<file path="src/rtl/sdram_cpu_bridge_if.sv">
// Signal bundle between the 8-bit CPU bus, the bridge and one 16-bit toggle-handshake
// SDRAM controller port. The bridge uses the slave modport; the CPU/controller side uses master.
interface sdram_cpu_bridge_if #(
  parameter int AW = 24
);
  logic          cpu_req;
  logic          cpu_we;
  logic [AW-1:0] cpu_a;
  logic [7:0]    cpu_d;
  logic [7:0]    cpu_q;
  logic          cpu_ready;
  logic          cpu_done;
  logic          sd_req;
  logic          sd_ack;
  logic          sd_we;
  logic [AW-2:0] sd_a;
  logic [1:0]    sd_ds;
  logic [15:0]   sd_d;
  logic [15:0]   sd_q;

  modport slave (
    input  cpu_req, cpu_we, cpu_a, cpu_d, sd_ack, sd_q,
    output cpu_q, cpu_ready, cpu_done, sd_req, sd_we, sd_a, sd_ds, sd_d
  );

  modport master (
    output cpu_req, cpu_we, cpu_a, cpu_d, sd_ack, sd_q,
    input  cpu_q, cpu_ready, cpu_done, sd_req, sd_we, sd_a, sd_ds, sd_d
  );
endinterface

</file>
<file path="src/rtl/sdram_cpu_bridge.sv">
// CPU byte bus to 16-bit SDRAM toggle port: one in-flight request plus a one-entry pending slot.
// Define SDRAM_BRIDGE_RCACHE_EN to add a one-word read cache with write-through.
module sdram_cpu_bridge #(
  parameter int AW = 24
) (
  input  logic              clk,
  input  logic              reset,
  sdram_cpu_bridge_if.slave bus
);
  typedef enum logic [1:0] {S_SYNC, S_IDLE, S_BUSY} state_t;

  state_t        r_state;
  state_t        w_state_nxt;

  logic          r_sd_req;
  logic          r_sd_we;
  logic [AW-2:0] r_sd_a;
  logic [1:0]    r_sd_ds;
  logic [15:0]   r_sd_d;
  logic [7:0]    r_cpu_q;
  logic          r_cpu_done;

  logic          r_pend_vld;
  logic          r_pend_we;
  logic [AW-2:0] r_pend_a;
  logic [1:0]    r_pend_ds;
  logic [7:0]    r_pend_d;

  logic          w_ack;
  logic          w_ready;
  logic          w_sync;
  logic          w_issue_cpu;
  logic          w_issue_pend;
  logic          w_capture;
  logic          w_complete;
  logic          w_hit;
  logic          w_hit_take;
  logic [1:0]    w_cpu_ds;
  logic [7:0]    w_rd_byte;

  // The controller has finished once its ack toggle catches up with our request toggle
  assign w_ack     = (bus.sd_ack == r_sd_req);
  assign w_cpu_ds  = bus.cpu_a[0] ? 2'b10 : 2'b01;
  assign w_rd_byte = r_sd_ds[1] ? bus.sd_q[15:8] : bus.sd_q[7:0];

`ifdef SDRAM_BRIDGE_RCACHE_EN
  logic          r_c_vld;
  logic [AW-2:0] r_c_tag;
  logic [15:0]   r_c_data;

  assign w_hit = r_c_vld && !bus.cpu_we && (r_c_tag == bus.cpu_a[AW-1:1]);
`else
  assign w_hit = 1'b0;
`endif

  always_ff @(posedge clk or posedge reset) begin
    if (reset) r_state <= S_SYNC;
    else       r_state <= w_state_nxt;
  end

  always_comb begin
    w_state_nxt = r_state;
    case (r_state)
      S_SYNC: w_state_nxt = S_IDLE;
      S_IDLE: if (bus.cpu_req && !w_hit) w_state_nxt = S_BUSY;
      S_BUSY: if (w_ack && !r_pend_vld && !bus.cpu_req) w_state_nxt = S_IDLE;
      default: w_state_nxt = S_SYNC;
    endcase
  end

  always_comb begin
    w_ready      = 1'b0;
    w_sync       = 1'b0;
    w_issue_cpu  = 1'b0;
    w_issue_pend = 1'b0;
    w_capture    = 1'b0;
    w_complete   = 1'b0;
    w_hit_take   = 1'b0;
    case (r_state)
      S_SYNC: w_sync = 1'b1;
      S_IDLE: begin
        w_ready = 1'b1;
        if (bus.cpu_req) begin
          if (w_hit) w_hit_take  = 1'b1;
          else       w_issue_cpu = 1'b1;
        end
      end
      S_BUSY: begin
        w_ready = !r_pend_vld;
        if (w_ack) begin
          w_complete = 1'b1;
          // Pending strobe is older than anything arriving now, so it goes first
          if (r_pend_vld)       w_issue_pend = 1'b1;
          else if (bus.cpu_req) w_issue_cpu  = 1'b1;
        end else if (bus.cpu_req && !r_pend_vld) begin
          w_capture = 1'b1;
        end
      end
      default: ;
    endcase
  end

  always_ff @(posedge clk or posedge reset) begin
    if (reset) begin
      r_sd_req   <= 1'b0;
      r_sd_we    <= 1'b0;
      r_sd_a     <= '0;
      r_sd_ds    <= 2'b00;
      r_sd_d     <= 16'h0000;
      r_cpu_q    <= 8'h00;
      r_cpu_done <= 1'b0;
      r_pend_vld <= 1'b0;
    end else begin
      r_cpu_done <= w_complete | w_hit_take;

      if (w_sync)                          r_sd_req <= bus.sd_ack;
      else if (w_issue_cpu || w_issue_pend) r_sd_req <= ~r_sd_req;

      if (w_issue_pend) begin
        r_sd_we <= r_pend_we;
        r_sd_a  <= r_pend_a;
        r_sd_ds <= r_pend_ds;
        r_sd_d  <= {r_pend_d, r_pend_d};
      end else if (w_issue_cpu) begin
        r_sd_we <= bus.cpu_we;
        r_sd_a  <= bus.cpu_a[AW-1:1];
        r_sd_ds <= w_cpu_ds;
        r_sd_d  <= {bus.cpu_d, bus.cpu_d};
      end

      if (w_capture)                   r_pend_vld <= 1'b1;
      else if (w_issue_pend || w_sync) r_pend_vld <= 1'b0;

      if (w_complete && !r_sd_we) r_cpu_q <= w_rd_byte;
`ifdef SDRAM_BRIDGE_RCACHE_EN
      else if (w_hit_take)        r_cpu_q <= bus.cpu_a[0] ? r_c_data[15:8] : r_c_data[7:0];
`endif
    end
  end

  always_ff @(posedge clk) begin
    if (w_capture) begin
      r_pend_we <= bus.cpu_we;
      r_pend_a  <= bus.cpu_a[AW-1:1];
      r_pend_ds <= w_cpu_ds;
      r_pend_d  <= bus.cpu_d;
    end
  end

`ifdef SDRAM_BRIDGE_RCACHE_EN
  always_ff @(posedge clk or posedge reset) begin
    if (reset)                        r_c_vld <= 1'b0;
    else if (w_sync)                  r_c_vld <= 1'b0;
    else if (w_complete && !r_sd_we)  r_c_vld <= 1'b1;
  end

  // Reads refill the whole word; writes only patch a word already held
  always_ff @(posedge clk) begin
    if (w_complete) begin
      if (!r_sd_we) begin
        r_c_tag  <= r_sd_a;
        r_c_data <= bus.sd_q;
      end else if (r_c_vld && (r_c_tag == r_sd_a)) begin
        if (r_sd_ds[0]) r_c_data[7:0]  <= r_sd_d[7:0];
        if (r_sd_ds[1]) r_c_data[15:8] <= r_sd_d[15:8];
      end
    end
  end
`endif

  assign bus.sd_req    = r_sd_req;
  assign bus.sd_we     = r_sd_we;
  assign bus.sd_a      = r_sd_a;
  assign bus.sd_ds     = r_sd_ds;
  assign bus.sd_d      = r_sd_d;
  assign bus.cpu_q     = r_cpu_q;
  assign bus.cpu_done  = r_cpu_done;
  assign bus.cpu_ready = w_ready;
endmodule

</file>
<file path="src/flat_wrapper.sv">
// flat-port wrapper written by rule: the top's interface ports become plain ports
module sdram_cpu_bridge_flat 
#(
  parameter int AW = 24
)
  (clk, reset, bus_cpu_req, bus_cpu_we, bus_cpu_a, bus_cpu_d, bus_sd_ack, bus_sd_q, bus_cpu_q, bus_cpu_ready, bus_cpu_done, bus_sd_req, bus_sd_we, bus_sd_a, bus_sd_ds, bus_sd_d);
  sdram_cpu_bridge_if #(.AW(AW)) bus_i ();
  input  logic clk;
  input  logic reset;
  input wire logic [$bits(bus_i.cpu_req)-1:0] bus_cpu_req;
  input wire logic [$bits(bus_i.cpu_we)-1:0] bus_cpu_we;
  input wire logic [$bits(bus_i.cpu_a)-1:0] bus_cpu_a;
  input wire logic [$bits(bus_i.cpu_d)-1:0] bus_cpu_d;
  input wire logic [$bits(bus_i.sd_ack)-1:0] bus_sd_ack;
  input wire logic [$bits(bus_i.sd_q)-1:0] bus_sd_q;
  output wire logic [$bits(bus_i.cpu_q)-1:0] bus_cpu_q;
  output wire logic [$bits(bus_i.cpu_ready)-1:0] bus_cpu_ready;
  output wire logic [$bits(bus_i.cpu_done)-1:0] bus_cpu_done;
  output wire logic [$bits(bus_i.sd_req)-1:0] bus_sd_req;
  output wire logic [$bits(bus_i.sd_we)-1:0] bus_sd_we;
  output wire logic [$bits(bus_i.sd_a)-1:0] bus_sd_a;
  output wire logic [$bits(bus_i.sd_ds)-1:0] bus_sd_ds;
  output wire logic [$bits(bus_i.sd_d)-1:0] bus_sd_d;
  assign bus_i.cpu_req = bus_cpu_req;
  assign bus_i.cpu_we = bus_cpu_we;
  assign bus_i.cpu_a = bus_cpu_a;
  assign bus_i.cpu_d = bus_cpu_d;
  assign bus_i.sd_ack = bus_sd_ack;
  assign bus_i.sd_q = bus_sd_q;
  assign bus_cpu_q = bus_i.cpu_q;
  assign bus_cpu_ready = bus_i.cpu_ready;
  assign bus_cpu_done = bus_i.cpu_done;
  assign bus_sd_req = bus_i.sd_req;
  assign bus_sd_we = bus_i.sd_we;
  assign bus_sd_a = bus_i.sd_a;
  assign bus_sd_ds = bus_i.sd_ds;
  assign bus_sd_d = bus_i.sd_d;
  sdram_cpu_bridge #(.AW(AW)) u_core (.clk(clk), .reset(reset), .bus(bus_i));
endmodule
</file>
<file path="config.mk">
export PLATFORM = sky130hd
export DESIGN_NAME = sdram_cpu_bridge_flat
export DESIGN_NICKNAME = d
export VERILOG_FILES = /design/src/rtl/sdram_cpu_bridge_if.sv /design/src/rtl/sdram_cpu_bridge.sv /design/src/flat_wrapper.sv
export SDC_FILE = /design/constraint.sdc
export NUM_CORES = 1
export LEC_CHECK = 0
export CAP_MARGIN = 20
export CORE_MARGIN = 1.5
export CORE_UTILIZATION = 30
export CTS_BUF_LIST = sky130_fd_sc_hd__clkbuf_4 sky130_fd_sc_hd__clkbuf_8 sky130_fd_sc_hd__clkbuf_16
export DETAILED_ROUTE_END_ITERATION = 8
export GPL_TIMING_DRIVEN = 0
export HOLD_SLACK_MARGIN = 0.06
export PLACE_DENSITY_LB_ADDON = 0.08
export SLEW_MARGIN = 20
export SYNTH_ARGS = -nofsm -noshare
export SYNTH_HDL_FRONTEND = slang
export SYNTH_SLANG_ARGS = --single-unit
</file>
<file path="constraint.sdc">
create_clock -name clk -period 2.8 [get_ports clk]
set_input_delay 0.28 -clock clk [delete_from_list [all_inputs] [get_ports clk]]
set_output_delay 0.28 -clock clk [all_outputs]
set_load 0.005 [all_outputs]
</file>
# ---- Word-level counts from Yosys, hierarchy flattened
# Index checks and enable logic that the tools add are counted.
dict set report word_totals {
  regBits 89
  latchBits 0
  ramBits 0
  romBits 0
  in_bits 53
  out_inout_bits 53
  wordCells 64
  memories 0
}
dict set report op_classes {
  addsub 0
  multipliers 0
  div_mod_pow 0
  magnitude_cmp 0
  n_eq_ne 5
  n_shift 0
  n_mux 31
  bitwise 1
  reduce_logical 14
}
# op n
set op_table {}
lappend op_table {{2-to-1 mux 23 bit} 2}
lappend op_table {{2-to-1 mux 16 bit} 2}
lappend op_table {{2-to-1 mux 1 bit} 18}
lappend op_table {{2-to-1 mux 2 bit} 5}
lappend op_table {{2-to-1 mux 8 bit} 1}
lappend op_table {{case mux 2 bit (3 select lines)} 1}
lappend op_table {{nonzero test 2 bit} 3}
lappend op_table {{logical AND 1 bit} 4}
lappend op_table {{case mux 1 bit (2 select lines)} 2}
lappend op_table {{zero test 1 bit} 3}
lappend op_table {{equality test 2 x 1 -> 1 bit, second input constant} 1}
lappend op_table {{equality test 2 bit, second input constant} 1}
lappend op_table {{zero test 2 bit} 1}
lappend op_table {{logical OR 1 bit} 2}
lappend op_table {{inequality test 2 x 1 -> 1 bit, second input constant} 1}
lappend op_table {{inequality test 2 bit, second input constant} 1}
lappend op_table {{AND reduction 2 bit} 1}
lappend op_table {{equality test 1 bit} 1}
lappend op_table {{NOT 1 bit} 1}

# ---- Logic depth before layout (Yosys ltp)
# Gate-level depths: netlist (run 1).
dict set report depth {
  depth_word 7
  mapped_depth 8
}

# ---- Worst setup path after synthesis (run 1)
# No wires, ideal clock.
dict set report synth_path {
  path_type {register to register}
  start {reg u_core.r_state[0]}
  end {reg u_core.r_pend_a[0] (enable)}
  setup_time_ns 0.425
  t_arrival_ns 2.512
  setup_slack_ns -0.137
  path_stages_with_launch 6
  synth_period_minus_slack_ns 2.937
  cell_sequence {dfrtp_1 -> inv_1 -> ha_1 -> nor2b_1 -> nand2_1 -> nor2_1}
}
dict set report synth_between {
  elab_chain_cells 2
}
# element line
set synth_lines {}
lappend synth_lines {{from (decl)} sdram_cpu_bridge.sv:12} ;# state_t r_state;
lappend synth_lines {{from (signal assigned)} sdram_cpu_bridge.sv:58} ;# else r_state <= w_state_nxt;
lappend synth_lines {{equality test 2 bit} sdram_cpu_bridge.sv:79} ;# case (r_state)
lappend synth_lines {{2-to-1 mux 1 bit} sdram_cpu_bridge.sv:79}
lappend synth_lines {{net u_core.w_capture} sdram_cpu_bridge.sv:34} ;# logic w_capture;
lappend synth_lines {{to (signal assigned)} sdram_cpu_bridge.sv:144} ;# r_pend_a <= bus.cpu_a[AW-1:1];
lappend synth_lines {{to (decl)} sdram_cpu_bridge.sv:25} ;# logic [AW-2:0] r_pend_a;
# The timed path passes the listed nets, and every way through them passes these cells.
# A chain may end at the register's enable or synchronous reset.

# ---- Worst setup path after layout (run 1)
dict set report layout_path {
  start {reg u_core.r_state[0]}
  end {out bus_cpu_ready}
}
dict set report layout_between {
  elab_chain_cells 2
  elab_cells_between_ends 3
}
# element line
set layout_lines {}
lappend layout_lines {{equality test 2 bit / equality test 2 x 1 -> 1 bit (equally long branches)} sdram_cpu_bridge.sv:79}
lappend layout_lines {{case mux 1 bit (2 select lines) (*)} sdram_cpu_bridge.sv:79}
lappend layout_lines {{to (decl)} flat_wrapper.sv:17} ;# output wire logic [$bits(bus_i.cpu_ready)-1:0] bus_cpu_ready;
# Mark *: on every way between the ends. The rest lies on a longest branch, timed or not.

==> results of run 1 <==
## worst max-delay path by stage
stage                                        startpoint                         endpoint  slack (ps)  depth (start not counted)
final                     u_core.r_state[0]$_DFFE_PP0P_                    bus_cpu_ready         410                          5
after global routing      u_core.r_state[0]$_DFFE_PP0P_                    bus_cpu_ready         270                          5
after CTS                 u_core.r_state[0]$_DFFE_PP0P_                    bus_cpu_ready         390                          5
after detailed placement                     bus_sd_ack  u_core.bus.sd_a[11]$_DFFE_PP0P_         520                          6
after global placement    u_core.r_state[0]$_DFFE_PP0P_    u_core.r_pend_a[10]$_DFFE_PP_        -390                          5
after floorplan           u_core.r_state[0]$_DFFE_PP0P_     u_core.r_pend_a[0]$_DFFE_PP_         420                          5
## through the flow
stage / worst slack [ps] / power [mW] / std cells / setup TNS, ps
floorplan: 418 / 2.87 / 295 / 0
global placement: -392 / 3.90 / 543 / -13250
detailed placement: 518 / 3.93 / 544 / 0
CTS: 389 / 5.16 / 560 / 0
global route: 272 / 5.42 / 560 / 0
finish: 408 / 5.08 / 560 / 0
## flip-flops by register name, summed over array words and instances (netlist names), 2 cells and up
| signal | cells |
|---|---|
| u_core.bus.sd_a | 23 |
| u_core.r_pend_a | 23 |
| u_core.bus.cpu_q | 8 |
| u_core.bus.sd_d | 8 |
| u_core.r_pend_d | 8 |
| u_core.bus.sd_ds | 2 |
| u_core.r_pend_ds | 2 |
| u_core.r_state | 2 |
## cells by family (layout without fill, tap and decap cells)
family | count (synthesis) | count (layout) | synth area share, %
fa+ha+maj | 4 | 4 | 1.43
flops | 81 | 81 | 63.0
mux | 9 | 9 | 2.62
buf+inv | 29 | 151 | 6.27
compound gates | 83 | 83 | 16.2
simple gates | 88 | 88 | 10.1
xor+xnor | 1 | 1 | 0.466
## placed cells by master (no fill, tap or decap), types with 2 or more instances in the layout
cell and instances:
clkdlybuf4s50_1 105, dfrtp_1 47, nand2_1 44, a21oi_1 37, nor2_1 34, edfxtp_1 34, a21oi_2 30, buf_4 9
clkbuf_16 9, mux2i_1 8, o21ai_0 8, inv_1 4, clkbuf_1 4, buf_2 4, buf_12 4, ha_1 4
buf_6 3, nor2b_1 2, and3_1 2, clkbuf_8 2, clkbuf_4 2
## cells in the mapped netlist (2+ instances only)
library cell	count	area (µm²)
a21oi_2	30	263
edfxtp_1	34	1020
nor2_1	35	131
a21oi_1	37	185
buf_12	3	60.1
mux2i_1	8	80.1
inv_1	5	18.8
nand2_1	44	165
clkbuf_1	4	15.0
buf_2	4	20.0
nor2b_1	2	12.5
buf_4	9	67.6
buf_6	3	33.8
dfrtp_1	47	1180
ha_1	4	50.1
o21ai_0	8	40.0
and3_1	2	12.5
## layout make-up
type / count / area (µm²)
fillers: 1119 / 6310
clock inverters: 3 / 38.8
flip-flops and latches: 81 / 2200
multi-input cells: 185 / 1080
repair buffers: 106 / 1070
inverters: 5 / 21.3
clock buffers: 13 / 268
plain buffers: 24 / 200
well taps: 143 / 179
## critical path, stage by stage, from the launching register on
cell and delay, ps:
dfrtp_1 410, inv_1 90, ha_1 280, nor2b_1 340, o21a_1 170, clkdlybuf4s50_1 490
## where the power goes
part,switching [mW],internal (mW)
Clock,0.448,0.755
Sequential,0.206,1.62
Combinational,0.851,1.19
## per-layer routing
metal,up-vias,share of wire (%),track usage (%)
met5,-,0,0
met4,0,1.7,6.15
met3,8,5.9,3.55
met2,93,44,21.2
met1,1230,48,19.9
li1,1249,-,-
==> flow_summary.yaml, run 1 <==
placement:
  place_area_um2: 4750
  port_buffers: 105
  dp_hpwl_um: 5520
  gp_congestion: 0.774
synth:
  avgSynthCellArea_um2: 11.8
  syn-cell-area_um2: 3490
  syn_inst: 295
  yosysUniqueCellTypes: 33
  yosys_warnings: 0
  synthFlopType: "dfrtp_1"
  ys_seq_area_share_pct: 63.0
  async_flop_share_pct: 58.0
  ys_ff_latch: 81
  synth_edf_count: 34
  syn_nets: 352
cts:
  post_cts_resized: 0
  cts_sinks: 81
  numCtsBuffers: 9
  postCtsHoldBufs: 0
  clk-insertion-delay-late_ps: 330
  clk_pin_slew_ps: 60
  clk_root_buffer_cell: "clkbuf_16"
  cts_tree: "built"
  clockBufferDepth: 2
  cts_max_level: 3
  post_cts_buffers: 0
cells_and_area:
  final_util_pct: 44.5
  area_growth_pct: 44.9
  antennaDiodeCount: 0
  design_area_um2: 5060
  drive_gt1_share_pct: 16.8
  fin_nets: 469
timing:
  min_period_over_period_pct: 85.4
  hold_ws_ps: 408
  rsz0062_at_grt: "no"
  finalClockSkew_ps: 5.40
  hold_violations: 0
  fmax_mhz: 418
  worst_pin_slew_ps: 667
  setup_viol: 0
  maxSlewHeadroom_pct: 55.5
  period_needed_ps: 2390
  maxSlewViolCount: 0
grt:
  grt-ovfl-total: 0
  antenna_found_initial: 0
  grt_pass1_wl_um: 13600
  grt_usage_pct: 14.3
  grt_pass1_vias: 2515
  grt_max_degree: 48
worst_setup_path:
  rr_startpoint: "u_core.r_state[0]$_DFFE_PP0P_"
  cp-start-kind: "flop"
  r2r_slack_ps: 550
  r2r-end: "u_core.r_pend_a[17]$_DFFE_PP_"
  crit_arrival_ps: 2110
  cp_max_fo: 7
  cp.required_ps: 2520
  cp-end-kind: "output pin"
  reg2reg_depth: 6
  path_class: "flop to output pin"
die:
  fp.dieH_um: 111
  io_pins: 106
  dieArea_um2: 12300
  dieWidth_um: 111
  start_util_pct: 30.7
  core-area_um2: 11400
  rows: 39
power:
  cellPowerDensity_nw_per_um2: 1000
  vdd_drop_max_mv: 0.362
  p_leak_nw: 2.03
routing:
  drt_iter0_drc: 121
  antenna_left: 0
  vias: 2580
  first_pass_iters: 4
  avgViaCountPerCell: 4.61
  drc_errors: 0
  drt-wirelength-per-cell_um: 15.0
  drt-total-wl_um: 8380
job:
  max_cap_violations: 0
outcome:
  status: "complete, no violations"
worst_hold_path:
  hold_path_class: "primary input to async pin"
No activity file was read; power rests on OpenSTA's default activity.
==> inputs of run 2 (changes only) <==
--- a/config.mk
+++ b/config.mk
@@ -6,6 +6,7 @@
 export NUM_CORES = 1
 export LEC_CHECK = 0
 export CAP_MARGIN = 20
+export CORE_ASPECT_RATIO = 0.7
 export CORE_MARGIN = 1.5
 export CORE_UTILIZATION = 30
 export CTS_BUF_LIST = sky130_fd_sc_hd__clkbuf_4 sky130_fd_sc_hd__clkbuf_8 sky130_fd_sc_hd__clkbuf_16
@@ -13,6 +14,7 @@
 export GPL_TIMING_DRIVEN = 0
 export HOLD_SLACK_MARGIN = 0.06
 export PLACE_DENSITY_LB_ADDON = 0.08
+export RECOVER_POWER = 100
 export SLEW_MARGIN = 20
 export SYNTH_ARGS = -nofsm -noshare
 export SYNTH_HDL_FRONTEND = slang
==> run 2 against run 1 <==
The run now ends with max-capacitance violations, max-slew violations left. Critical path depth unchanged. Sequential power about the same. Non-clock buffer count unchanged. Final cell count increased by 1.8%. Clock power increased by 8%. Total power decreased by 1.3%. Register-to-register slack got worse by 110 ps. Worst setup slack got worse by 42 ps. Largest power group unchanged.
==> flow_summary.yaml, run 2 (synthesis results as in run 1) <==
placement:
  place_area_um2: 4770
  gp_congestion: 0.701
  dp_hpwl_um: 5620
  place_inst: 554
  port_buffers: 105
cts:
  postCtsHoldBufs: 0
  cts_tree: "built"
  clk_pin_slew_ps: 60
  numCtsBuffers: 9
  clockBufferDepth: 2
  post_cts_resized: 0
  clk-insertion-delay-late_ps: 330
  clk_root_buffer_cell: "clkbuf_16"
  cts_max_level: 3
  cts_sinks: 81
  post_cts_buffers: 0
grt:
  grt_pass1_wl_um: 14100
  grt_pass1_vias: 2651
  grt_max_degree: 48
  grt-ovfl-total: 0
  grt_usage_pct: 15.0
  antenna_found_initial: 0
worst_setup_path:
  path_class: "flop to output pin"
  cp-end-kind: "output pin"
  rr_startpoint: "u_core.r_state[0]$_DFFE_PP0P_"
  cp_max_fo: 7
  cp-start-kind: "flop"
  worstSetupStartpoint: "u_core.r_state[0]$_DFFE_PP0P_"
  crit_arrival_ps: 2150
  cp.required_ps: 2520
  path_cells: "inv_1, ha_1, nor2b_1, o21a_1, dlygate4sd3_1"
  critPathSlowestCell: "dlygate4sd3_1"
  cpPeakStageDelay_ps: 580
timing:
  finalClockSkew_ps: 6.58
  setup_viol: 0
  min_period_over_period_pct: 86.9
  hold_violations: 0
  worst_pin_slew_ps: 1940
  tns_ps: 0
  period_needed_ps: 2430
  maxSlewHeadroom_pct: -29.4
  fmax_mhz: 411
  rsz0062_at_grt: "no"
  maxSlewViolCount: 48
cells_and_area:
  final_cell_mix: "86 x dlygate4sd3_1, 47 x dfrtp_1, 44 x nand2_1"
  final_util_pct: 45.5
  drive_gt1_share_pct: 16.3
  design_area_um2: 5080
  fillers: 1049
  fin_nets: 469
  final_common_cell: "dlygate4sd3_1"
  area_growth_pct: 45.6
  final_cells: 570
  antennaDiodeCount: 0
die:
  io_pins: 106
  start_util_pct: 31.2
  fp.dieH_um: 93.2
  rows: 32
  dieArea_um2: 12300
  core-area_um2: 11200
  dieWidth_um: 132
routing:
  antenna_left: 0
  vias: 2557
  drt-total-wl_um: 8390
  avgViaCountPerCell: 4.49
  drt-wirelength-per-cell_um: 14.7
  drt_iter0_drc: 93
  drc_errors: 0
  first_pass_iters: 4
worst_hold_path:
  min_from: "u_core.bus.cpu_q[4]$_DFFE_PP0P_"
  hold_path_class: "flop to flop"
power:
  vdd_drop_max_mv: 0.351
  cellPowerDensity_nw_per_um2: 986
  p_leak_nw: 2.12
outcome:
  violations: "max-capacitance violations, max-slew violations"
  status: "complete, but fails checks"
job:
  max_cap_violations: 1
run 2: final timing paths:
| kind | to | slack [ps] | cells past startpoint |
|---|---|---|---|
| setup / recovery | bus_cpu_ready | 370 | 5 |
| hold / removal | u_core.bus.cpu_q[4]$_DFFE_PP0P_ | 480 | 2 |
| setup reg to reg | u_core.bus.sd_a[8]$_DFFE_PP0P_ | 440 | 7 |
| max in group asynchronous | u_core.bus.sd_d[8]$_DFFE_PP0P_ | 770 | 2 |
| hold reg to reg | u_core.bus.cpu_q[4]$_DFFE_PP0P_ | 480 | 2 |
| min in group asynchronous | u_core.bus.sd_a[9]$_DFFE_PP0P_ | 870 | 2 |
run 2: cell type report:
cell class | count | area, µm² | area share [%]
flip-flops and latches | 81 | 2200 | 43.2
repair buffers | 106 | 1080 | 21.2
multi-input cells | 185 | 1070 | 21.0
clock buffers | 12 | 254 | 5.00
plain buffers | 24 | 200 | 3.94
well taps | 153 | 191 | 3.77
clock inverters | 4 | 76.3 | 1.50
inverters | 5 | 18.8 | 0.369
run 2: through the flow:
step	power, mW	hold WS [ps]	worst slack, ps
after floorplan	2.87	379	418
after global placement	3.90	455	-328
after detailed placement	3.95	467	468
after CTS	5.29	421	390
after global routing	5.38	496	173
final	5.01	478	367
run 2: power by group:
group / internal [mW] / total, mW / switching (mW)
clock network: 0.827 / 1.30 / 0.470
logic: 1.05 / 1.91 / 0.857
registers: 1.62 / 1.81 / 0.187
total: 3.50 / 5.01 / 1.51
run 2: metal layers:
metal	GRT usage, %	up-vias	share of wire, %
met5	0	-	0
met4	4.44	0	1.2
met3	4.39	12	4.2
met2	22.9	60	45
met1	20.6	1229	49
li1	-	1256	-
run 2: critical path, delay by kind of cell, from the launching register on:
| family | cells | cell delay, ps |
|---|---|---|
| flops | 1 | 410 |
| simple gates | 1 | 310 |
| buf+inv | 2 | 670 |
| fa+ha+maj | 1 | 290 |
| compound gates | 1 | 150 |
==> inputs of run 3 (changes only) <==
--- a/config.mk
+++ b/config.mk
@@ -9,7 +9,6 @@
 export CORE_ASPECT_RATIO = 0.7
 export CORE_MARGIN = 1.5
 export CORE_UTILIZATION = 30
-export CTS_BUF_LIST = sky130_fd_sc_hd__clkbuf_4 sky130_fd_sc_hd__clkbuf_8 sky130_fd_sc_hd__clkbuf_16
 export DETAILED_ROUTE_END_ITERATION = 8
 export GPL_TIMING_DRIVEN = 0
 export HOLD_SLACK_MARGIN = 0.06
==> run 3 against run 2 <==
The run still ends with max-capacitance violations, max-slew violations left. Worst hold slack unchanged. Critical endpoint unchanged. Final cell count did not move. Worst setup slack is the same. Via count unchanged. Maximum frequency stayed put. Total power down 0.39%. Routed wire length unchanged. Largest cell class unchanged. Register-to-register slack about the same.
==> flow_summary.yaml, run 3 (synthesis results as in run 1) <==
cells_and_area:
  fin_nets: 469
  final_cell_mix: "86 x dlygate4sd3_1, 47 x dfrtp_1, 44 x nand2_1"
  final_common_cell: "dlygate4sd3_1"
  design_area_um2: 5070
  final_util_pct: 45.4
  antennaDiodeCount: 0
  fillers: 1050
  area_growth_pct: 45.4
  drive_gt1_share_pct: 15.8
routing:
  antenna_left: 0
  first_pass_iters: 4
  drt-total-wl_um: 8390
  drt-wirelength-per-cell_um: 14.7
  avgViaCountPerCell: 4.49
  vias: 2557
  drc_errors: 0
  drt_iter0_drc: 93
worst_setup_path:
  crit_arrival_ps: 2150
  reg2reg_depth: 7
  cp-end-kind: "output pin"
  cp-start-kind: "flop"
  path_class: "flop to output pin"
  cp.required_ps: 2520
  rr_startpoint: "u_core.r_state[0]$_DFFE_PP0P_"
  cp_max_fo: 7
  r2r_slack_ps: 440
  r2r-end: "u_core.bus.sd_a[8]$_DFFE_PP0P_"
cts:
  cts_tree: "built"
  numCtsBuffers: 9
  post_cts_buffers: 0
  clockBufferDepth: 2
  cts_sinks: 81
  cts_max_level: 3
  postCtsHoldBufs: 0
  clk_root_buffer_cell: "clkbuf_16"
  clk-insertion-delay-late_ps: 330
  post_cts_resized: 0
  clk_pin_slew_ps: 60
worst_hold_path:
  hold_depth: 2
  hold_path_class: "flop to flop"
  min_from: "u_core.bus.cpu_q[4]$_DFFE_PP0P_"
  holdPathEnd: "u_core.bus.cpu_q[4]$_DFFE_PP0P_"
die:
  io_pins: 106
  dieArea_um2: 12300
  rows: 32
  fp.dieH_um: 93.2
  core-area_um2: 11200
  start_util_pct: 31.2
  dieWidth_um: 132
grt:
  grt_pass1_vias: 2651
  grt.met2_usage_pct: 22.9
  grt_pass1_wl_um: 14100
  gr-usage-met3_pct: 4.39
  met1_usage_pct: 20.6
  grt_max_degree: 48
  grt-ovfl-total: 0
  grt_usage_pct: 15.0
  globalRoute.busiestLayer: "met2"
  antenna_found_initial: 0
outcome:
  violations: "max-capacitance violations, max-slew violations"
  status: "complete, but fails checks"
timing:
  worst_pin_slew_ps: 1940
  maxSlewHeadroom_pct: -29.4
  min_period_over_period_pct: 86.9
  rsz0062_at_grt: "no"
  finalClockSkew_ps: 6.58
  setup_viol: 0
  hold_ws_ps: 478
  period_needed_ps: 2430
  fmax_mhz: 411
  fin_ws_ps: 367
  hold_violations: 0
  maxSlewViolCount: 48
power:
  p_leak_nw: 2.11
  vdd_drop_max_mv: 0.324
  finalPower_mw: 4.99
  cellPowerDensity_nw_per_um2: 984
placement:
  dp_hpwl_um: 5620
  port_buffers: 105
  place_area_um2: 4770
  gp_congestion: 0.701
  dp_slack_ps: 468
job:
  max_cap_violations: 1
-- run 3: area by class of cell --
class	count	area [µm²]	share of cell area [%]
sequential	81	2200	43.3
multi-input combinational	185	1070	21.0
timing repair buffer	106	1080	21.3
clock buffer	12	246	4.86
inverter	5	18.8	0.370
tap	153	191	3.77
buffer	24	200	3.94
clock inverter	4	76.3	1.50
-- run 3: routing by layer --
metal	up-vias	share of wire, %
li1	1256	-
met1	1229	49
met2	60	45
met3	12	4.2
met4	0	1.2
met5	-	0
-- run 3: worst max-delay path by stage --
stage                                   from                               to  slack (ps)
2_1_floorplan  u_core.r_state[0]$_DFFE_PP0P_     u_core.r_pend_a[0]$_DFFE_PP_         420
3_3_place_gp   u_core.r_state[0]$_DFFE_PP0P_    u_core.r_pend_a[15]$_DFFE_PP_        -330
3_5_place_dp                      bus_sd_ack  u_core.bus.sd_a[17]$_DFFE_PP0P_         470
4_1_cts        u_core.r_state[0]$_DFFE_PP0P_                    bus_cpu_ready         390
5_1_grt        u_core.r_state[0]$_DFFE_PP0P_  u_core.bus.sd_a[15]$_DFFE_PP0P_         170
6_report       u_core.r_state[0]$_DFFE_PP0P_                    bus_cpu_ready         370
-- run 3: report_power, final --
group / total [mW] / switching [mW] / internal (mW)
combinational: 1.91 / 0.857 / 1.05
sequential: 1.81 / 0.187 / 1.62
clock: 1.28 / 0.469 / 0.808
-- run 3: through the flow --
| stage | TNS (ps) | cells |
|---|---|---|
| floorplan | 0 | 295 |
| global placement | -11050 | 553 |
| detailed placement | 0 | 554 |
| CTS | 0 | 570 |
| global route | 0 | 570 |
| finish | 0 | 570 |
-- run 3: worst max-delay path, stage by stage, from the launching register on --
cell and delay (ps):
dfrtp_1 410, inv_1 90, ha_1 290, nor2b_1 310, o21a_1 150, dlygate4sd3_1 580
